<file path="config.mk">
export PLATFORM = sky130hd
export DESIGN_NAME = fpu_param
export DESIGN_NICKNAME = d
export VERILOG_FILES = /design/src/rtl/fpu_pkg.sv /design/src/rtl/fpu_norm.sv /design/src/rtl/fpu_param.sv
export SDC_FILE = /design/constraint.sdc
export NUM_CORES = 1
export LEC_CHECK = 0
export BUFFER_PORTS_ARGS = -buffer_cell sky130_fd_sc_hd__clkbuf_2
export CAP_MARGIN = 20
export CORE_MARGIN = 3
export CORE_UTILIZATION = 45
export CTS_CLUSTER_DIAMETER = 120
export CTS_CLUSTER_SIZE = 8
export DETAILED_ROUTE_END_ITERATION = 10
export HOLD_SLACK_MARGIN = 0.1
export PLACE_DENSITY = 0.7
export SLEW_MARGIN = 25
export SYNTH_ARGS = -nofsm -noshare
export SYNTH_HDL_FRONTEND = slang
export SYNTH_HIERARCHICAL = 1
export SYNTH_SLANG_ARGS = --single-unit
</file>
<file path="constraint.sdc">
create_clock -name clk -period 18.2 [get_ports clk]
set_input_delay 0.91 -clock clk [delete_from_list [all_inputs] [get_ports clk]]
set_output_delay 0.91 -clock clk [all_outputs]
set_load 0.03 [all_outputs]
</file>
<file path="src/rtl/fpu_pkg.sv">
`default_nettype none
// ============================================================
// fpu_pkg : op codes, FSM states and zero-encoding constants
// rev 1.0
// ============================================================
package fpu_pkg;

   localparam logic [1:0] OP_ADD = 2'b00;
   localparam logic [1:0] OP_SUB = 2'b01;
   localparam logic [1:0] OP_MUL = 2'b10;
   localparam logic [1:0] OP_RSV = 2'b11;

   typedef enum logic [2:0] {
      S_IDLE   = 3'd0,
      S_ALIGN  = 3'd1,
      S_ADDSUB = 3'd2,
      S_MUL    = 3'd3,
      S_NORM   = 3'd4,
      S_PACK   = 3'd5,
      S_HOLD   = 3'd6
   } state_t;

   // Zero is the most negative exponent paired with a lone leading one.
   function automatic logic [31:0] zero_exp(input int ew);
      return 32'd1 << (ew - 1);
   endfunction

   function automatic logic [31:0] zero_man(input int mw);
      return 32'd1 << (mw - 1);
   endfunction

endpackage
`default_nettype wire

</file>
<file path="src/rtl/fpu_norm.sv">
`default_nettype none
// ============================================================
// fpu_norm : one-cycle leading-one detect and normalising shift
// rev 1.0
// ============================================================
module fpu_norm #(
   parameter int MW = 15,
   parameter int EW = 7
) (
   input  logic [MW+1:0] i_mag,
   input  logic [EW+1:0] i_exp,
   output logic [MW-1:0] o_m,
   output logic [EW+1:0] o_e,
   output logic          o_zero
);

   localparam int LZW = $clog2(MW + 1);

   logic [LZW-1:0] w_lz;

   // Highest set bit wins because the loop runs upward.
   always_comb begin
      w_lz = '0;
      for (int i = 0; i < MW; i++) begin
         if (i_mag[i]) w_lz = LZW'(MW - 1 - i);
      end
   end

   always_comb begin
      o_zero = (i_mag == '0);
      if (|i_mag[MW+1:MW]) begin
         o_m = i_mag[MW:1];
         o_e = i_exp + (EW+2)'(1);
      end else begin
         o_m = i_mag[MW-1:0] << w_lz;
         o_e = i_exp - (EW+2)'(w_lz);
      end
   end

endmodule
`default_nettype wire

</file>
<file path="src/rtl/fpu_param.sv">
`default_nettype none
// ============================================================
// fpu_param : ready/valid add/sub/mul FPU, truncating results
// rev 1.0
// ============================================================
module fpu_param
   import fpu_pkg::*;
#(
   parameter int EW = 7,
   parameter int MW = 15
) (
   input  logic          clk,
   input  logic          reset,
   input  logic          in_valid,
   output logic          in_ready,
   input  logic [1:0]    op,
   input  logic          a_s,
   input  logic [EW-1:0] a_e,
   input  logic [MW-1:0] a_m,
   input  logic          b_s,
   input  logic [EW-1:0] b_e,
   input  logic [MW-1:0] b_m,
   output logic          res_s,
   output logic [EW-1:0] res_e,
   output logic [MW-1:0] res_m,
   output logic          out_valid,
   input  logic          out_ready,
   output logic          flg_ovf,
   output logic          flg_unf,
   output logic          flg_zero,
   output logic          flg_inv
);

   localparam int CW = $clog2(MW + 1);
   localparam logic [EW-1:0]        c_zero_e = EW'(zero_exp(EW));
   localparam logic [MW-1:0]        c_zero_m = MW'(zero_man(MW));
   localparam logic signed [EW+1:0] c_emax   = (EW+2)'(2**(EW-1) - 1);
   localparam logic signed [EW+1:0] c_emin   = (EW+2)'(-(2**(EW-1)));

   state_t          r_state, w_next;
   logic [1:0]      r_op;
   logic            r_as, r_bs, r_sbig, r_ssmall, r_sign;
   logic [EW-1:0]   r_ae, r_be;
   logic [MW-1:0]   r_am, r_bm;
   logic [MW+1:0]   r_big, r_small, r_mag;
   logic [EW+1:0]   r_exp;
   logic [MW-1:0]   r_acc, r_mplr, r_mcand;
   logic [CW-1:0]   r_cnt;
   logic [MW-1:0]   r_nm;
   logic [EW+1:0]   r_ne;
   logic            r_nz;

   logic            w_az, w_bz, w_bs_eff, w_a_ge, w_nz;
   logic [EW+1:0]   w_ae_x, w_be_x, w_diff, w_dabs, w_ne;
   logic [MW+1:0]   w_small, w_nin;
   logic [MW:0]     w_msum;
   logic [MW-1:0]   w_nm;

   always_ff @(posedge clk or posedge reset) begin
      if (reset) r_state <= S_IDLE;
      else       r_state <= w_next;
   end

   always_comb begin
      w_next = r_state;
      case (r_state)
         S_IDLE:   if (in_valid) w_next = (op == OP_MUL) ? S_MUL : S_ALIGN;
         S_ALIGN:  w_next = S_ADDSUB;
         S_ADDSUB: w_next = S_NORM;
         S_MUL:    if (r_cnt == CW'(MW - 1)) w_next = S_NORM;
         S_NORM:   w_next = S_PACK;
         S_PACK:   w_next = S_HOLD;
         S_HOLD:   if (out_ready) w_next = S_IDLE;
         default:  w_next = S_IDLE;
      endcase
   end

   always_comb begin
      in_ready  = (r_state == S_IDLE);
      out_valid = (r_state == S_HOLD);
   end

   // A zero operand borrows the other's exponent and sign, contributing nothing.
   assign w_az     = (a_e == c_zero_e);
   assign w_bz     = (b_e == c_zero_e);
   assign w_bs_eff = b_s ^ (op == OP_SUB);

   assign w_ae_x  = {{2{r_ae[EW-1]}}, r_ae};
   assign w_be_x  = {{2{r_be[EW-1]}}, r_be};
   assign w_diff  = w_ae_x - w_be_x;
   assign w_a_ge  = ~w_diff[EW+1];
   assign w_dabs  = w_a_ge ? w_diff : -w_diff;
   assign w_small = (w_dabs >= (EW+2)'(MW + 2)) ? '0
                  : ({2'b00, (w_a_ge ? r_bm : r_am)} >> w_dabs);

   // {r_acc, r_mplr} forms the 2*MW product register; low bits shift into r_mplr.
   assign w_msum = {1'b0, r_acc} + (r_mplr[0] ? {1'b0, r_mcand} : '0);
   assign w_nin  = (r_op == OP_MUL) ? {1'b0, r_acc, r_mplr[MW-1]} : r_mag;

   fpu_norm #(.MW(MW), .EW(EW)) u_norm (
      .i_mag  (w_nin),
      .i_exp  (r_exp),
      .o_m    (w_nm),
      .o_e    (w_ne),
      .o_zero (w_nz)
   );

   always_ff @(posedge clk or posedge reset) begin
      if (reset) begin
         r_op <= '0;  r_as <= 1'b0;  r_bs <= 1'b0;  r_ae <= '0;  r_be <= '0;
         r_am <= '0;  r_bm <= '0;  r_big <= '0;  r_small <= '0;  r_mag <= '0;
         r_sbig <= 1'b0;  r_ssmall <= 1'b0;  r_sign <= 1'b0;  r_exp <= '0;
         r_acc <= '0;  r_mplr <= '0;  r_mcand <= '0;  r_cnt <= '0;
         r_nm <= '0;  r_ne <= '0;  r_nz <= 1'b0;
         res_s <= 1'b0;  res_e <= '0;  res_m <= '0;
         flg_ovf <= 1'b0;  flg_unf <= 1'b0;  flg_zero <= 1'b0;  flg_inv <= 1'b0;
      end else begin
         case (r_state)
            S_IDLE: if (in_valid) begin
               r_op    <= op;
               r_as    <= w_az ? w_bs_eff : a_s;
               r_ae    <= w_az ? b_e : a_e;
               r_am    <= w_az ? '0 : a_m;
               r_bs    <= w_bz ? a_s : w_bs_eff;
               r_be    <= w_bz ? a_e : b_e;
               r_bm    <= w_bz ? '0 : b_m;
               r_sign  <= a_s ^ b_s;
               r_exp   <= {{2{a_e[EW-1]}}, a_e} + {{2{b_e[EW-1]}}, b_e};
               r_acc   <= '0;
               r_mplr  <= b_m;
               r_mcand <= (w_az || w_bz) ? '0 : a_m;
               r_cnt   <= '0;
            end
            S_ALIGN: begin
               r_big    <= {2'b00, (w_a_ge ? r_am : r_bm)};
               r_small  <= w_small;
               r_sbig   <= w_a_ge ? r_as : r_bs;
               r_ssmall <= w_a_ge ? r_bs : r_as;
               r_exp    <= w_a_ge ? w_ae_x : w_be_x;
            end
            S_ADDSUB: begin
               if (r_sbig == r_ssmall) begin
                  r_mag  <= r_big + r_small;
                  r_sign <= r_sbig;
               end else if (r_big >= r_small) begin
                  r_mag  <= r_big - r_small;
                  r_sign <= r_sbig;
               end else begin
                  r_mag  <= r_small - r_big;
                  r_sign <= r_ssmall;
               end
            end
            S_MUL: begin
               r_acc  <= w_msum[MW:1];
               r_mplr <= {w_msum[0], r_mplr[MW-1:1]};
               r_cnt  <= r_cnt + CW'(1);
            end
            S_NORM: begin
               r_nm <= w_nm;
               r_ne <= w_ne;
               r_nz <= w_nz;
            end
            S_PACK: begin
               flg_ovf  <= 1'b0;
               flg_unf  <= 1'b0;
               flg_zero <= 1'b0;
               flg_inv  <= 1'b0;
               res_s    <= 1'b0;
               res_e    <= c_zero_e;
               res_m    <= c_zero_m;
               if (r_op == OP_RSV) begin
                  flg_inv <= 1'b1;
               end else if (r_nz) begin
                  flg_zero <= 1'b1;
               end else if ($signed(r_ne) > c_emax) begin
                  res_s   <= r_sign;
                  res_e   <= c_emax[EW-1:0];
                  res_m   <= '1;
                  flg_ovf <= 1'b1;
               end else if ($signed(r_ne) <= c_emin) begin
                  flg_unf  <= 1'b1;
                  flg_zero <= 1'b1;
               end else begin
                  res_s <= r_sign;
                  res_e <= r_ne[EW-1:0];
                  res_m <= r_nm;
               end
            end
            default: ;
         endcase
      end
   end

endmodule
`default_nettype wire
</file>
[Yosys cells after proc, flatten, opt, wreduce, memory -nomap -nowiden]
Cells that the tools add are included.
Storage, ports and cells
  register bits after elaboration: 213
  input bits: 52
  word-level logic and storage cells: 150
Cells by class
  add/sub/neg operators: 10
  $lt $le $gt $ge: 4
  eq/ne operators: 17
  shifts and indexed selects: 2
  multiplexer cells: 74
  bitwise operators: 2
  reduce and logical (&&, ||, !) cells: 12
Operator list (number)
  15-bit 2-to-1 mux: 13
  17-bit 2-to-1 mux: 4
  4-bit 2-to-1 mux: 16
  15-bit one-hot mux with 2 select lines: 2
  7-bit 2-to-1 mux: 6
  9-bit 2-to-1 mux: 4
  1-bit 2-to-1 mux: 21
  3-bit one-hot mux with 7 select lines: 1
  9-bit one-hot mux with 2 select lines: 1
  15-bit by 17-bit adder with 17-bit output: 1
  15-bit by 17-bit >= comparator with 1-bit output: 1
  17-bit logical NOT: 1
  15-bit by 9-bit >> shifter with 17-bit output: 1
  15-bit by 17-bit subtractor with 17-bit output: 1
  17-bit by 15-bit subtractor with 17-bit output: 1
  15-bit by 15-bit adder with 16-bit output: 1
  15-bit by 4-bit << shifter with 15-bit output: 1
  7-bit equality test, second input constant: 2
  9-bit by 1-bit adder with 9-bit output, second input constant: 1
  3-bit equality test, second input constant: 3
  9-bit by 5-bit >= comparator with 1-bit output, second input constant: 1
  9-bit by 7-bit greater-than comparator with 1-bit output, second input constant: 1
  9-bit by 7-bit less-or-equal comparator with 1-bit output, second input constant: 1
  3-bit 2-to-1 mux: 3
  23 further kinds: 33

[Depth between registers and ports, before layout]
  depth after elaboration: 19
  mapped depth: 23

[Cells and area by module]
The synthesis kept the hierarchy.
Modules (own cells, without submodules)
  fpu_param: instances 1, cells each 1341, area an instance 12948.7 µm², sequential area each 5255.0 µm²
  fpu_norm: instances 1, cells each 231, area an instance 1442.6 µm², sequential area each 0.0 µm²

[Worst setup path before layout]
OpenSTA, ideal clock, no wires.
  kind: register to register
  from: reg r_op[1]
  to: reg r_ne[7]
  data arrival time: 4.377 ns
  data required time: 18.075 ns
  path slack: 13.698 ns
  cell stages (with the launch flop): 23
  cells stage by stage: dfrtp_1 > nand2b_1 > clkbuf_1 > buf_1 > mux2_2 > buf_4 > nor2b_1 > or3_1 > buf_6 > a31oi_4 > inv_4 > ha_1 > nand2_1 > inv_1 > ha_1 > a21o_1 > a21oi_1 > nor2b_1 > o21ai_0 > nand2_1 > o311a_1 > xor2_1 > mux2_2
RTL lines
  start, declared: line fpu_param.sv:41  | logic [1:0] r_op;
  start signal, assigned: line fpu_param.sv:120  | r_op <= op;
  2-bit equality test: line fpu_param.sv:98  | assign w_nin = (r_op == OP_MUL) ? {1'b0, r_acc, r_mplr[MW-1]} : r_mag;
  17-bit 2-to-1 mux: line fpu_param.sv:98
  net w_nin[12]: line fpu_param.sv:55  | logic [MW+1:0] w_small, w_nin;
  4-bit 2-to-1 mux (3 in series): line fpu_norm.sv:25  | if (i_mag[i]) w_lz = LZW'(MW - 1 - i);
  9-bit by 4-bit subtractor with 9-bit output: line fpu_norm.sv:36  | o_e = i_exp - (EW+2)'(w_lz);
  9-bit 2-to-1 mux: line fpu_norm.sv:31  | if (|i_mag[MW+1:MW]) begin
  net w_ne[7]: line fpu_param.sv:54  | logic [EW+1:0] w_ae_x, w_be_x, w_diff, w_dabs, w_ne;
  end signal, assigned: line fpu_param.sv:160  | r_ne <= w_ne;
  end, declared: line fpu_param.sv:50  | logic [EW+1:0] r_ne;
The timed path passes the listed nets, and every way through them passes these cells.
A chain may end at the register's enable or synchronous reset.

[Worst setup path after layout]
  from: reg r_op[0]
  to: reg r_ne[7]
RTL lines (line)
  2-bit equality test: fpu_param.sv:98
  17-bit 2-to-1 mux: fpu_param.sv:98
  net w_nin[1]: fpu_param.sv:55
  4-bit 2-to-1 mux (14 in series): fpu_norm.sv:25
  9-bit by 4-bit subtractor with 9-bit output: fpu_norm.sv:36
  9-bit 2-to-1 mux: fpu_norm.sv:31
  net w_ne[7]: fpu_param.sv:54
The timed path passes the listed nets, and every way through them passes these cells.

==> metrics.csv <==
metric,value,unit
status,"finished, final reports clean",
drv_slew,0,
grt_setup_unrepaired,no,
min_path_type,primary input to async pin,
setup_viol,0,
clk_pin_slew,0.05,ns
drive_gt1_share,14.9,%
grt_max_degree,144,
syn_inst,1572,
post_cts_resized,0,
cpPeakStageDelay,0.60,ns
diodes,0,
hpwl,29200,um
clock_latency,0.58,ns
drtAntennaViolNets,0,
setup_tns,0,ns
critPathLaunchType,flop,
clock_path_buffers,3,
synth-seq-cells,210,
finalWirelength,38700,um
syn_nets,1718,
skew,0.0662,ns
drt_iter0_drc,897,
io_buffers,80,
yosys.area.top_type_share,36.5,%
synthFlopType,dfrtp_1,
max_slew_margin,29.5,%
drc_errors,0,
vias,12000,
critPathKind,flop to flop,
die-area,34200,um2
crit_slowest_cell,nand2b_1,
r2r-end,r_ne[7],
grt_pass1_vias,11800,
crit_required,18.60,ns
syn_area,14400,um2
fp.dieW,185,um
seq_area_frac_synth,36.5,%
cts_setup_buffers,0,
initial_utilization,46.3,%
async_flop_share,100,%
grt-ovfl-total,0,
grt_antenna_before_repair,0,
cts_hold_buf,0,
grt_pass1_wl,63200,um
wl_per_cell,19.3,um
fmax,205,MHz
top_register,r_mag,
rows,64,
synth.distinct_cells,91,
cts_max_level,1,
clockRootBuffer,clkbuf_16,
die_h,185,um
cts_tree,built,
path_cells,"nand2b_1, mux2_2, o31a_1, o31ai_2, buf_4, clkinv_1, ha_1, nand2_1, inv_1, ha_1, a21o_1, a21oi_1, nor2b_1, o21ai_0, nand2_1, o311a_1, xor2_1, mux2_2",
worstPathMaxFanout,24,
grtUsageTotal,22.7,%
coreArea,31100,um2
cts.sink_count,210,
yosysWarnings,6,
gp_congestion,0.897,
worst_pin_slew,1.05,ns
viasPerCell,5.98,
ys_top_cells_by_area,"dfrtp_1 (37%), ha_1 (7.6%), o21ai_0 (4.8%)",
syn2layout_area_growth,10.0,%
r2r_slack,13.31,ns
synth_edf_count,0,
r2r_start,r_op[0],
min_period,4.89,ns
drt_first_pass_iters,5,
largest_reg_flops,17,
critPathCaptureType,flop,
syn_area_per_cell,9.15,um2
arrival,5.29,ns
reg2regPathDepth,18,
synth_top_area_cell,dfrtp_1,
fin_nets,1753,
cts-buffers-inserted,30,
cap_violations,0,
hold_viol,0,
pin_count,81,
timing.final.crit_share,26.9,%
-- Yosys cell counts (25+ instances only) --
| cell type | n |
|---|---|
| dfrtp_1 | 210 |
| nand2_1 | 152 |
| o21ai_0 | 139 |
| nor2_1 | 108 |
| a21oi_1 | 102 |
| ha_1 | 87 |
| inv_1 | 81 |
| clkbuf_1 | 61 |
| mux2i_1 | 51 |
| a22o_1 | 49 |
| mux2_2 | 47 |
| nor3_1 | 39 |
| nand3_1 | 36 |
| xnor2_1 | 26 |
| and2_1 | 25 |
-- metal layers --
metal | vias up | track usage, % | share of wire [%]
li1 | 5735 | - | -
met3 | 69 | 2.67 | 4.4
met4 | 0 | 5.73 | 2.4
met5 | - | 0 | 0
met2 | 333 | 36.5 | 47
met1 | 5831 | 32.8 | 47
-- layout by cell type, fill, tap and decap left out, types with 35 or more instances in the layout --
| cell | Yosys | final |
|---|---|---|
| nor3_1 | 39 | 39 |
| mux2i_1 | 51 | 51 |
| clkbuf_2 | 0 | 80 |
| nand3_1 | 36 | 35 |
| o21ai_0 | 139 | 139 |
| a22o_1 | 49 | 49 |
| nor2_1 | 108 | 106 |
| mux2_2 | 47 | 47 |
| dfrtp_1 | 210 | 210 |
| ha_1 | 87 | 87 |
| a21oi_1 | 102 | 102 |
| nand2_1 | 152 | 151 |
| inv_1 | 81 | 80 |
-- worst max-delay path, delay by kind of cell, from the launching register on --
family,cells,cell delay (ns)
mux,2,0.74
fa+ha+maj,2,0.62
compound gates,6,1.35
simple gates,4,0.86
flops,1,0.35
xor+xnor,1,0.14
buf+inv,3,0.68
-- worst max path at each step --
stage,start,end,slack [ns]
after floorplan,reset,flg_inv,11.55
after detailed placement,r_op[0],r_ne[7],13.38
final,r_op[0],r_ne[7],13.31
after global routing,r_op[0],r_ne[7],12.92
after CTS,r_op[0],r_ne[7],13.38
after global placement,r_op[0],r_ne[7],13.45
-- metrics by stage --
stage / std cells / utilization, % / setup WS [ns] / instance area, um2 / hold WS [ns]
floorplan: 1572 / - / 11.55 / 14400 / 0.443
global placement: 1971 / 48.4 / 13.45 / 15000 / 0.463
detailed placement: 1971 / 48.4 / 13.38 / 15000 / 0.466
CTS: 2003 / 50.9 / 13.38 / 15800 / 0.479
global route: 2003 / 51.0 / 12.92 / 15800 / 0.508
finish: 2003 / 51.0 / 13.31 / 15800 / 0.402
-- cell families after synthesis --
group | after synthesis | synth area share, %
AO/OA/AOI/OAI | 472 | 21.8
AND/OR/NAND/NOR | 456 | 15.0
flip-flops | 210 | 36.5
buffers and inverters | 176 | 5.01
multiplexers | 116 | 10.0
adder cells (fa/ha/maj) | 94 | 8.54
XOR/XNOR | 48 | 3.08
-- final cells by class --
type	count	area (um2)
Clock inverter	2	38.8
Multi-Input combinational cell	1186	8450
Inverter	85	334
Fill cell	2915	15200
Clock buffer	30	751
Timing Repair Buffer	94	505
Sequential cell	210	5260
Tap cell	396	495
Power is left out: the tool's default activity adds up to more than one toggle a clock period on the data nets, which glitch-free logic cannot reach.
